## src/rtl/qpu_exu_alu_cmp_arb.sv

```systemverilog
// rtl/qpu_exu_alu_cmp_arb.sv - round-robin arbiter and one-entry result stage for the shared ALU comparator
module qpu_exu_alu_cmp_arb #(
   parameter int XLEN = 32
) (
   input  logic            clk,
   input  logic            rst_n,
   input  logic            bjp_req_valid,
   output logic            bjp_req_ready,
   input  logic [XLEN-1:0] bjp_req_op1,
   input  logic [XLEN-1:0] bjp_req_op2,
   input  logic [3:0]      bjp_req_cmp,
   output logic            bjp_rsp_valid,
   input  logic            bjp_rsp_ready,
   output logic            bjp_rsp_res,
   input  logic            alu_req_valid,
   output logic            alu_req_ready,
   input  logic [XLEN-1:0] alu_req_op1,
   input  logic [XLEN-1:0] alu_req_op2,
   input  logic [3:0]      alu_req_cmp,
   output logic            alu_rsp_valid,
   input  logic            alu_rsp_ready,
   output logic            alu_rsp_res,
   output logic [XLEN-1:0] dp_op1,
   output logic [XLEN-1:0] dp_op2,
   output logic            dp_cmp_eq,
   output logic            dp_cmp_ne,
   output logic            dp_cmp_lt,
   output logic            dp_cmp_gt,
   input  logic            dp_cmp_res,
   output logic            illegal_op
);

   logic            last_grant;
   logic            rsp_vld;
   logic            rsp_owner;
   logic            rsp_res;

   logic            owner_ready;
   logic            can_accept;
   logic            grant_bjp;
   logic            grant_alu;
   logic            accept;
   logic [XLEN-1:0] sel_op1;
   logic [XLEN-1:0] sel_op2;
   logic [3:0]      sel_cmp;
   logic            one_hot;

   assign owner_ready = rsp_owner ? alu_rsp_ready : bjp_rsp_ready;
   assign can_accept  = !rsp_vld || owner_ready;

   // On contention the requester that was not granted last time wins.
   assign grant_bjp = can_accept && bjp_req_valid && (!alu_req_valid || last_grant);
   assign grant_alu = can_accept && alu_req_valid && (!bjp_req_valid || !last_grant);
   assign accept    = grant_bjp || grant_alu;

   assign bjp_req_ready = grant_bjp;
   assign alu_req_ready = grant_alu;

   always_comb begin
      sel_op1 = '0;
      sel_op2 = '0;
      sel_cmp = 4'b0000;
      if (grant_bjp) begin
         sel_op1 = bjp_req_op1;
         sel_op2 = bjp_req_op2;
         sel_cmp = bjp_req_cmp;
      end else if (grant_alu) begin
         sel_op1 = alu_req_op1;
         sel_op2 = alu_req_op2;
         sel_cmp = alu_req_cmp;
      end
   end

   assign one_hot = (sel_cmp != 4'b0000) && ((sel_cmp & (sel_cmp - 4'd1)) == 4'b0000);

   assign dp_op1    = sel_op1;
   assign dp_op2    = sel_op2;
   assign dp_cmp_eq = sel_cmp[0];
   assign dp_cmp_ne = sel_cmp[1];
   assign dp_cmp_lt = sel_cmp[2];
   assign dp_cmp_gt = sel_cmp[3];

   always_ff @(posedge clk or negedge rst_n) begin
      if (!rst_n) begin
         last_grant <= 1'b1;
         rsp_vld    <= 1'b0;
         rsp_owner  <= 1'b0;
         rsp_res    <= 1'b0;
         illegal_op <= 1'b0;
      end else begin
         if (accept) begin
            rsp_vld    <= 1'b1;
            rsp_owner  <= grant_alu;
            rsp_res    <= one_hot && dp_cmp_res;
            last_grant <= grant_alu;
            if (!one_hot) begin
               illegal_op <= 1'b1;
            end
         end else if (owner_ready) begin
            rsp_vld <= 1'b0;
         end
      end
   end

   assign bjp_rsp_valid = rsp_vld && !rsp_owner;
   assign alu_rsp_valid = rsp_vld && rsp_owner;
   assign bjp_rsp_res   = bjp_rsp_valid && rsp_res;
   assign alu_rsp_res   = alu_rsp_valid && rsp_res;

endmodule

```

## config.mk

```make
export PLATFORM = sky130hd
export DESIGN_NAME = qpu_exu_alu_cmp_arb
export DESIGN_NICKNAME = d
export VERILOG_FILES = /design/src/rtl/qpu_exu_alu_cmp_arb.sv
export SDC_FILE = /design/constraint.sdc
export NUM_CORES = 1
export LEC_CHECK = 0
export CAP_MARGIN = 20
export CORE_AREA = 4 4 81 83
export CTS_BUF_LIST = sky130_fd_sc_hd__clkbuf_8
export CTS_CLUSTER_SIZE = 20
export DETAILED_ROUTE_END_ITERATION = 10
export DIE_AREA = 0 0 85 87
export PLACE_DENSITY_LB_ADDON = 0.25
export REMOVE_ABC_BUFFERS = 1
export SYNTH_ARGS = -nofsm -noshare
export SYNTH_HDL_FRONTEND = slang
export SYNTH_SLANG_ARGS = --single-unit
```

## constraint.sdc

```tcl
create_clock -name clk -period 2 [get_ports clk]
set_clock_uncertainty 0.15 [all_clocks]
set_input_delay 0.2 -clock clk [delete_from_list [all_inputs] [get_ports clk]]
set_output_delay 0.2 -clock clk [all_outputs]
set_load 0.02 [all_outputs]
```

# [Word-level counts from Yosys, hierarchy flattened]
# Index checks and enable logic that the tools add are counted.
[classes] bitwise_logic=2 n_reduce_logical=23 n_mux=9 add_sub_neg=1
[ops] op="2-to-1 mux 32 bit" n=4
[ops] op="logical AND 1 bit" n=10
[ops] op="2-to-1 mux 4 bit" n=2
[ops] op="zero test 1 bit" n=5
[ops] op="AND 4 bit" n=1
[ops] op="zero test 4 bit" n=1
[ops] op="logical OR 1 bit" n=4
[ops] op="nonzero test 4 bit" n=1
[ops] op="subtractor 4 x 1 -> 4 bit (second input constant)" n=1
[ops] op="2-to-1 mux 1 bit" n=3
[ops] op="AND reduction 2 bit" n=1
[ops] op="nonzero test 2 bit" n=1
[ops] op="NOT 1 bit" n=1
[totals] out_inout_bits=75 register_bits=5 input_bits=143

# [Longest topological paths before layout]
# Gate-level depths: netlist of run 1.
[logic_depth] word_depth=12 ltp_mapped=7 depth_no_buf=5

# [Worst setup path after synthesis of run 1]
# No wires, ideal clock.
[synth_timing] kind="reg-to-output" start="register rsp_owner" end="output dp_op1[24]" t_arrival_ns=1.458 path_stages_with_launch=7 n_path_buf=2 slack_ns=0.192 path_cell_list="dfrtp_1 > mux2i_1 > and2_1 > buf_6 > nor2_4 > buf_2 > a22o_1"
[synth_via] word_cells_on_any_way=8 cone_classes="mux (3); reduce/logical (5)"
[synth_rtl] element="start: declaration" line="35" rtl="logic rsp_owner;"
[synth_rtl] element="start signal: assignment" line="93" rtl="rsp_owner <= grant_alu;"
[synth_rtl] element="2-to-1 mux 1 bit" line="48" rtl="assign owner_ready = rsp_owner ? alu_rsp_ready : bjp_rsp_ready;"
[synth_rtl] element="logical OR 1 bit" line="49" rtl="assign can_accept = !rsp_vld || owner_ready;"
[synth_rtl] element="logical AND 1 bit (2 in a row)" line="52" rtl="assign grant_bjp = can_accept && bjp_req_valid && (!alu_req_valid || last_grant);"
[synth_rtl] element="via bjp_req_ready" line="8" rtl="output logic bjp_req_ready,"
[synth_rtl] element="2-to-1 mux 32 bit" line="63" rtl="if (grant_bjp) begin"
[synth_rtl] element="end: declaration" line="23" rtl="output logic [XLEN-1:0] dp_op1,"
# The timed path passes the listed nets, and every way through them passes these cells.

# [Worst setup path after layout of run 1]
[layout_timing] start="register rsp_owner" end="output dp_op1[8]"
[layout_via] elab_chain_len=6 word_cells_on_any_way=8 cone_classes="mux (3); reduce/logical (5)"
[layout_rtl] element="2-to-1 mux 1 bit *" line="48"
[layout_rtl] element="logical OR 1 bit *" line="49"
[layout_rtl] element="logical AND 1 bit (2 in a row)" line="53" rtl="assign grant_alu = can_accept && alu_req_valid && (!bjp_req_valid || !last_grant);"
[layout_rtl] element="2-to-1 mux 32 bit" line="67" rtl="end else if (grant_alu) begin"
[layout_rtl] element="2-to-1 mux 32 bit *" line="63"
# Mark *: on every way between the ends. The rest lies on a longest branch, timed or not.

==> results by group, run 1 <==
Die
  • Die ar.: 7400 sq um
  • DIE WIDTH: 85 um
  • I/O Pins: 218
  • Initial Utilization: 18.6%
  • Die height: 87 um
  • Row cnt: 28
  • Core ar.: 5850 sq um

Pwr
  • VDD IR-drop max: 0.492 mV
  • Power Density: 792 nW/um^2
  • Leakage: 1.65 nW

Yosys
  • Post-synth top cells: a22o_1, nor2_1, buf_6
  • Top post-synthesis cells by area: a22o_1, dfrtp_1, buf_6
  • Average cell area after synthesis: 8.69 sq um
  • Register bit total from synthesis: 5
  • Post-Synthesis Cell Area: 1090 sq um
  • Cell with the most instances after synthesis: a22o_1
  • Syn. warnings: 0
  • EDFF count, synth: 0
  • Synth async-reset ratio: 100%
  • Yosys cell types: 28
  • Synth area leader: a22o_1
  • Most used DFF post-synth: dfrtp_1
  • Part of the Yosys area used for sequential elements: 11.6%
  • Synth Instances: 125
  • Top-area cell type share of the netlist area: 51.6%

Setup path
  • CP Class: register to output pin
  • Crit path required time: 1.65 ns
  • Worst Setup SP: rsp_owner$_DFFE_PN0P_
  • FF-to-FF path depth: 8
  • Max incr delay on CP: 0.38 ns
  • Worst R2R Start: last_grant$_DFFE_PN1P_
  • CP startpoint kind: register
  • Critical path cell sequence: mux2i_1 > and2_4 > nor2_4 > buf_12 > buf_16 > a22o_1 > buf_6
  • CP Capture Point: dp_op1[8]
  • CP Max Fanout: 14
  • Data arrival time of the worst path: 1.71 ns
  • RR Endpoint: rsp_res$_DFFE_PN0P_
  • Critical path's slowest cell: dfrtp_1
  • Crit path capture type: output pin
  • Worst reg2reg setup slack: 0.13 ns

Placement
  • Final HPWL DP: 5910 um
  • Dpl cells: 421
  • RD Place Congestion: 0.872
  • Port bufs: 217

Clock network
  • TritonCTS Buffers: 3
  • CTS tree: yes
  • Worst-path clk slew: 0.03 ns
  • Clock tree buffer depth: 2
  • CTS Sinks: 5
  • H-tree depth: 1
  • Worst skew pair latency: 0.22 ns
  • Root buf cell: clkbuf_8
  • Hold buffer count at CTS: 0

STA
  • Slew @ Worst Pin: 0.364 ns
  • Tmin final: 2.06 ns
  • RSZ-0062 raised after global routing: yes
  • Hold Violations, Final: 0
  • Setup-failing EPs final: 64
  • Tcrit/Tclk final: 103%
  • Fin. max-slew vios: 0
  • Post-route setup slack: -0.0644 ns
  • F_max: 0.484 GHz
  • Max-slew headroom: 75.4%
  • Final setup TNS: -2.20 ns

Cells and area
  • Final-layout fill cell count: 492
  • Layout cell share with drive strength beyond 1: 32.2%
  • Final cell count without fillers: 435
  • Nets@finish: 504
  • Diodes inserted: 0
  • Area added between synthesis and finish: 247%

Global routing
  • Pin count of the biggest net entering global routing: 32
  • Total grt overflow: 0
  • All-Layer GR Usage: 18.8%
  • Initial antenna violation count: 0
  • First-pass GRT wire length: 11,100 um
  • Vias in the first global route: 2,142

Run status
  • Status: finished, violations left
  • Failing checks: setup timing

Routing
  • Number of DRC markers in iteration 0: 53
  • DRC Markers: 0
  • 1st-pass router iterations: 4
  • Drt total wl: 7730 um
  • Via count: 2,060
  • Vias/cell: 4.74
  • DR WL/cell: 17.8 um
  • Post-route ant nets: 0

Min path
  • Min-delay worst type: input pin to async pin

Job
  • Max-Cap Viols: 0
## layer usage
metal	share of wire, %	up-vias	wire, um	global-route usage [%]
met5	0	-	0	0
met3	9.8	4	760	5.96
li1	-	991	-	-
met4	0.44	0	34	2.16
met1	36	946	2770	20.8
met2	54	119	4160	36.0
## worst min path at each step
stage / start / to / cells past startpoint
2_1_floorplan: rst_n / illegal_op$_DFFE_PN0P_ / 0
3_3_place_gp: rst_n / rsp_vld$_DFFE_PN0P_ / 1
3_5_place_dp: rst_n / rsp_vld$_DFFE_PN0P_ / 1
4_1_cts: rst_n / illegal_op$_DFFE_PN0P_ / 1
5_1_grt: rst_n / illegal_op$_DFFE_PN0P_ / 1
6_report: rst_n / illegal_op$_DFFE_PN0P_ / 1
## critical path: cells and delay by family (launching register included)
kind | cells | cell delay (ns)
multiplexers | 1 | 0.20
AO/OA/AOI/OAI | 1 | 0.23
buffers and inverters | 3 | 0.43
flip-flops | 1 | 0.38
AND/OR/NAND/NOR | 2 | 0.25
## area by class of cell
class | instances | area [sq um] | share of cell area, %
Multi-Input combinational cell | 103 | 881 | 23.3
Clock buffer | 3 | 41.3 | 1.09
Sequential cell | 5 | 126 | 3.35
Inverter | 1 | 3.75 | 0.0995
Tap cell | 75 | 93.8 | 2.49
Clock inverter | 1 | 3.75 | 0.0995
Timing Repair Buffer | 247 | 2620 | 69.5
## repair_timing
| action | 4_1_cts | 5_1_grt |
|---|---|---|
| buffers inserted | 5 | 0 |
| hold endpoints to repair | 0 | 0 |
| setup endpoints to repair | 70 | 70 |
| pin swaps | 42 | 22 |
| gates resized for setup | 406 | 15 |
| gates cloned | 4 | 1 |
## cells in the final DEF, fill, tap and decap left out
| master | Yosys | layout |
|---|---|---|
| clkdlybuf4s50_1 | 0 | 146 |
| buf_6 | 8 | 67 |
| a22o_1 | 64 | 63 |
| buf_4 | 2 | 15 |
| nor2_1 | 11 | 11 |
| buf_16 | 0 | 5 |
| dfrtp_1 | 4 | 4 |
| buf_2 | 6 | 4 |
| clkbuf_2 | 0 | 4 |
| buf_12 | 0 | 4 |
| nand2_1 | 4 | 3 |
| clkbuf_8 | 0 | 3 |
| a32oi_2 | 0 | 2 |
| nand2b_1 | 2 | 2 |
| inv_1 | 1 | 2 |
| mux2i_1 | 1 | 1 |
| and2_4 | 0 | 1 |
| nand2b_4 | 1 | 1 |
| nand2_4 | 0 | 1 |
| nor2_4 | 1 | 1 |
| a21boi_4 | 0 | 1 |
| nor2b_4 | 1 | 1 |
| a32oi_4 | 0 | 1 |
| a22o_4 | 0 | 1 |
| a32oi_1 | 4 | 1 |
| nor2b_1 | 1 | 1 |
| and2_1 | 2 | 1 |
| and3_1 | 1 | 1 |
| o21ai_0 | 1 | 1 |
| xnor2_1 | 1 | 1 |
| nand4b_1 | 1 | 1 |
| o41ai_1 | 1 | 1 |
| or4b_2 | 1 | 1 |
| nand3_1 | 1 | 1 |
| a21oi_1 | 1 | 1 |
| o211ai_2 | 1 | 1 |
| a21boi_1 | 1 | 1 |
| clkbuf_16 | 0 | 1 |
| dlymetal6s2s_1 | 0 | 1 |
| dfstp_2 | 1 | 1 |
## logic make-up after synthesis
family | Yosys count | share of synthesized area (%)
xor gates and xnor gates | 1 | 0.807
DFF | 5 | 11.6
buffers and inverters | 17 | 12.8
and+or+nand+nor | 27 | 14.4
AOI/OAI and AO/OA | 74 | 59.4
muxes | 1 | 0.922
## power breakdown
part / switching (mW) / internal (mW) / total, mW
sequential: 0.0243 / 0.140 / 0.164
clock: 0.0485 / 0.131 / 0.180
combinational: 1.18 / 1.47 / 2.64
## per-stage QoR
stage               cell area, sq um  power (mW)  utilization, %  setup slack, ns  hold WS (ns)
floorplan                        951        1.19               -           -0.420        -0.246
global placement                3420        2.44            58.4           -0.533         0.283
detailed placement              3420        2.46            58.4           -0.552         0.299
CTS                             3740        2.97            64.0          -0.0664        0.0673
global route                    3770        3.15            64.5           -0.117        0.0821
finish                          3770        2.99            64.5          -0.0644        0.0618
## state kept, by name, summed over array words and instances (netlist names)
name	cells
last_grant	1
illegal_op	1
rsp_owner	1
rsp_vld	1
rsp_res	1
Note: power is estimated with default switching activity, not from simulation.
==> inputs of run 2 (changes only) <==
Settings changed: SKIP_LAST_GASP from default to 1.
==> results by group, run 2 (synthesis results as in run 1) <==
Placement
  • Dpl cells: 421 (unchanged)
  • Port bufs: 217 (unchanged)
  • Placed Instance Area: 3420 sq um (unchanged)
  • Worst slack, placed: -0.552 ns (unchanged)
  • Final HPWL DP: 5910 um (unchanged)
  • RD Place Congestion: 0.872 (unchanged)

Cells and area
  • Area added between synthesis and finish: 241% (was 247%)
  • Final cell count without fillers: 433 (was 435)
  • Layout cell share with drive strength beyond 1: 31.8% (was 32.2%)
  • Nets@finish: 502 (was 504)
  • Area of the multi-input gates: 865 sq um (was 881 sq um)
  • Commonest non-fill, non-tap cell in the layout: clkdlybuf4s50_1 (unchanged)
  • Register area: 126 sq um (unchanged)
  • Diodes inserted: 0 (unchanged)
  • Final instance area: 3710 sq um (was 3770 sq um)
  • Most frequent cells in the layout: clkdlybuf4s50_1, buf_6, a22o_1 (unchanged)
  • Final-layout fill cell count: 498 (was 492)

Clock network
  • Clock tree buffer depth: 2 (unchanged)
  • CTS tree: yes (unchanged)
  • Root buf cell: clkbuf_8 (unchanged)
  • Worst skew pair latency: 0.22 ns (about the same)
  • H-tree depth: 1 (unchanged)
  • Worst-path clk slew: 0.03 ns (about the same)
  • TritonCTS Buffers: 3 (unchanged)
  • Hold buffer count at CTS: 0 (unchanged)
  • CTS Sinks: 5 (unchanged)

STA
  • Final setup TNS: -1.90 ns (was -2.20 ns)
  • Slew @ Worst Pin: 0.296 ns (was 0.364 ns)
  • Tmin final: 2.06 ns (about the same)
  • F_max: 0.485 GHz (was 0.484 GHz)
  • Fin. max-slew vios: 0 (unchanged)
  • Tcrit/Tclk final: 103% (about the same)
  • Hold Violations, Final: 0 (unchanged)
  • RSZ-0062 raised after global routing: yes (unchanged)
  • Setup-failing EPs final: 64 (unchanged)
  • Max-slew headroom: 80.0% (was 75.4%)
  • Post-route setup slack: -0.0617 ns (was -0.0644 ns)

Die
  • Core ar.: 5850 sq um (unchanged)
  • Row cnt: 28 (unchanged)
  • Die height: 87 um (unchanged)
  • Die ar.: 7400 sq um (unchanged)
  • Initial Utilization: 18.6% (unchanged)
  • DIE WIDTH: 85 um (unchanged)
  • I/O Pins: 218 (unchanged)

Global routing
  • GR Util met2: 36.0% (unchanged)
  • Initial antenna violation count: 0 (unchanged)
  • All-Layer GR Usage: 18.8% (unchanged)
  • Met3 Usage GRT: 5.96% (unchanged)
  • Met1 Use GR: 20.8% (unchanged)
  • Pin count of the biggest net entering global routing: 32 (unchanged)
  • Vias in the first global route: 2,141 (was 2,142)
  • Total grt overflow: 0 (unchanged)
  • First-pass GRT wire length: 11,100 um (about the same)
  • Global routing's busiest layer: met2 (unchanged)

Min path
  • Min-delay worst type: input pin to async pin (unchanged)

Pwr
  • Leakage: 1.62 nW (was 1.65 nW)
  • Power Density: 787 nW/um^2 (was 792 nW/um^2)
  • VDD IR-drop max: 0.474 mV (was 0.492 mV)
  • Total power: 2.92 mW (was 2.99 mW)

Routing
  • Via count: 2,036 (was 2,060)
  • 1st-pass router iterations: 4 (unchanged)
  • Number of DRC markers in iteration 0: 54 (was 53)
  • Vias/cell: 4.70 (was 4.74)
  • Post-route ant nets: 0 (unchanged)
  • Drt total wl: 7500 um (was 7730 um)
  • DR WL/cell: 17.3 um (was 17.8 um)
  • DRC Markers: 0 (unchanged)

Setup path
  • CP Max Fanout: 16 (was 14)
  • Crit path capture type: output pin (unchanged)
  • CP Class: register to output pin (unchanged)
  • Data arrival time of the worst path: 1.71 ns (about the same)
  • RR Endpoint: rsp_res$_DFFE_PN0P_ (unchanged)
  • CP startpoint kind: register (unchanged)
  • Max incr delay on CP: 0.53 ns (was 0.38 ns)
  • Critical path's most frequent cell: buf_4
  • Worst reg2reg setup slack: 0.10 ns (was 0.13 ns)
  • Worst R2R Start: last_grant$_DFFE_PN1P_ (unchanged)
  • Critical path's slowest cell: dfstp_2 (was dfrtp_1)
  • Crit path required time: 1.65 ns (about the same)
  • Critical path cell sequence: buf_4 > a21boi_4 > nor2b_4 > buf_4 > buf_12 > a22o_4 > buf_6 (was mux2i_1 > and2_4 > nor2_4 > buf_12 > buf_16 > a22o_1 > buf_6)
  • FF-to-FF path depth: 8 (unchanged)

Run status
  • Status: finished, violations left (unchanged)
  • Failing checks: setup timing (unchanged)

Job
  • Max-Cap Viols: 0 (unchanged)
run 2: routing by layer:
layer	up-vias	wire (um)
met5	-	0
met4	0	15
met3	2	686
met2	106	4060
met1	945	2740
li1	983	-
run 2: power breakdown:
part / switching [mW] / leakage, nW / internal, mW / total [mW]
Combinational: 1.15 / 1.54 / 1.42 / 2.57
Sequential: 0.0243 / 0.0537 / 0.140 / 0.164
Clock: 0.0488 / 0.0269 / 0.131 / 0.180
Total: 1.23 / 1.62 / 1.69 / 2.92
run 2: layout make-up:
cell class              instances  area share, %
clock buffers                   3           1.11
multi-input cells             103           23.3
flip-flops and latches          5           3.41
clock inverters                 1          0.101
inverters                       1          0.101
well taps                      75           2.53
repair buffers                245           69.4
run 2: what timing repair did:
item,CTS,global route
pin swaps,42,21
endpoints found under the hold margin,0,0
endpoints found under the setup margin,70,70
gates cloned,4,0
buffers inserted,5,0
gates resized for setup,404,13
run 2: worst max-delay path: cells and delay by family, from the launching register on:
family | cells | cell delay, ns
AO/OA/AOI/OAI | 2 | 0.28
buffers and inverters | 4 | 0.54
flip-flops | 1 | 0.53
AND/OR/NAND/NOR | 1 | 0.15
run 2: how the worst max path moves through the flow:
stage                            end                   start  depth (start not counted)  slack (ns)
after floorplan            dp_op1[0]   rsp_owner$_DFFE_PN0P_                          4       -0.42
after global placement     dp_op1[8]           alu_rsp_ready                          7       -0.53
after detailed placement  dp_op1[11]           alu_rsp_ready                          7       -0.55
after CTS                 dp_op1[31]   rsp_owner$_DFFE_PN0P_                          7       -0.07
after global routing      dp_op2[31]   rsp_owner$_DFFE_PN0P_                          7       -0.12
final                     dp_op2[12]  last_grant$_DFFE_PN1P_                          7       -0.06
run 2: stage by stage:
stage / utilization (%) / hold WS (ns)
5_1_grt: 63.4 / 0.0823
2_1_floorplan: - / -0.246
4_1_cts: 63.8 / 0.0673
3_5_place_dp: 58.4 / 0.299
3_3_place_gp: 58.4 / 0.283
6_report: 63.4 / 0.0626
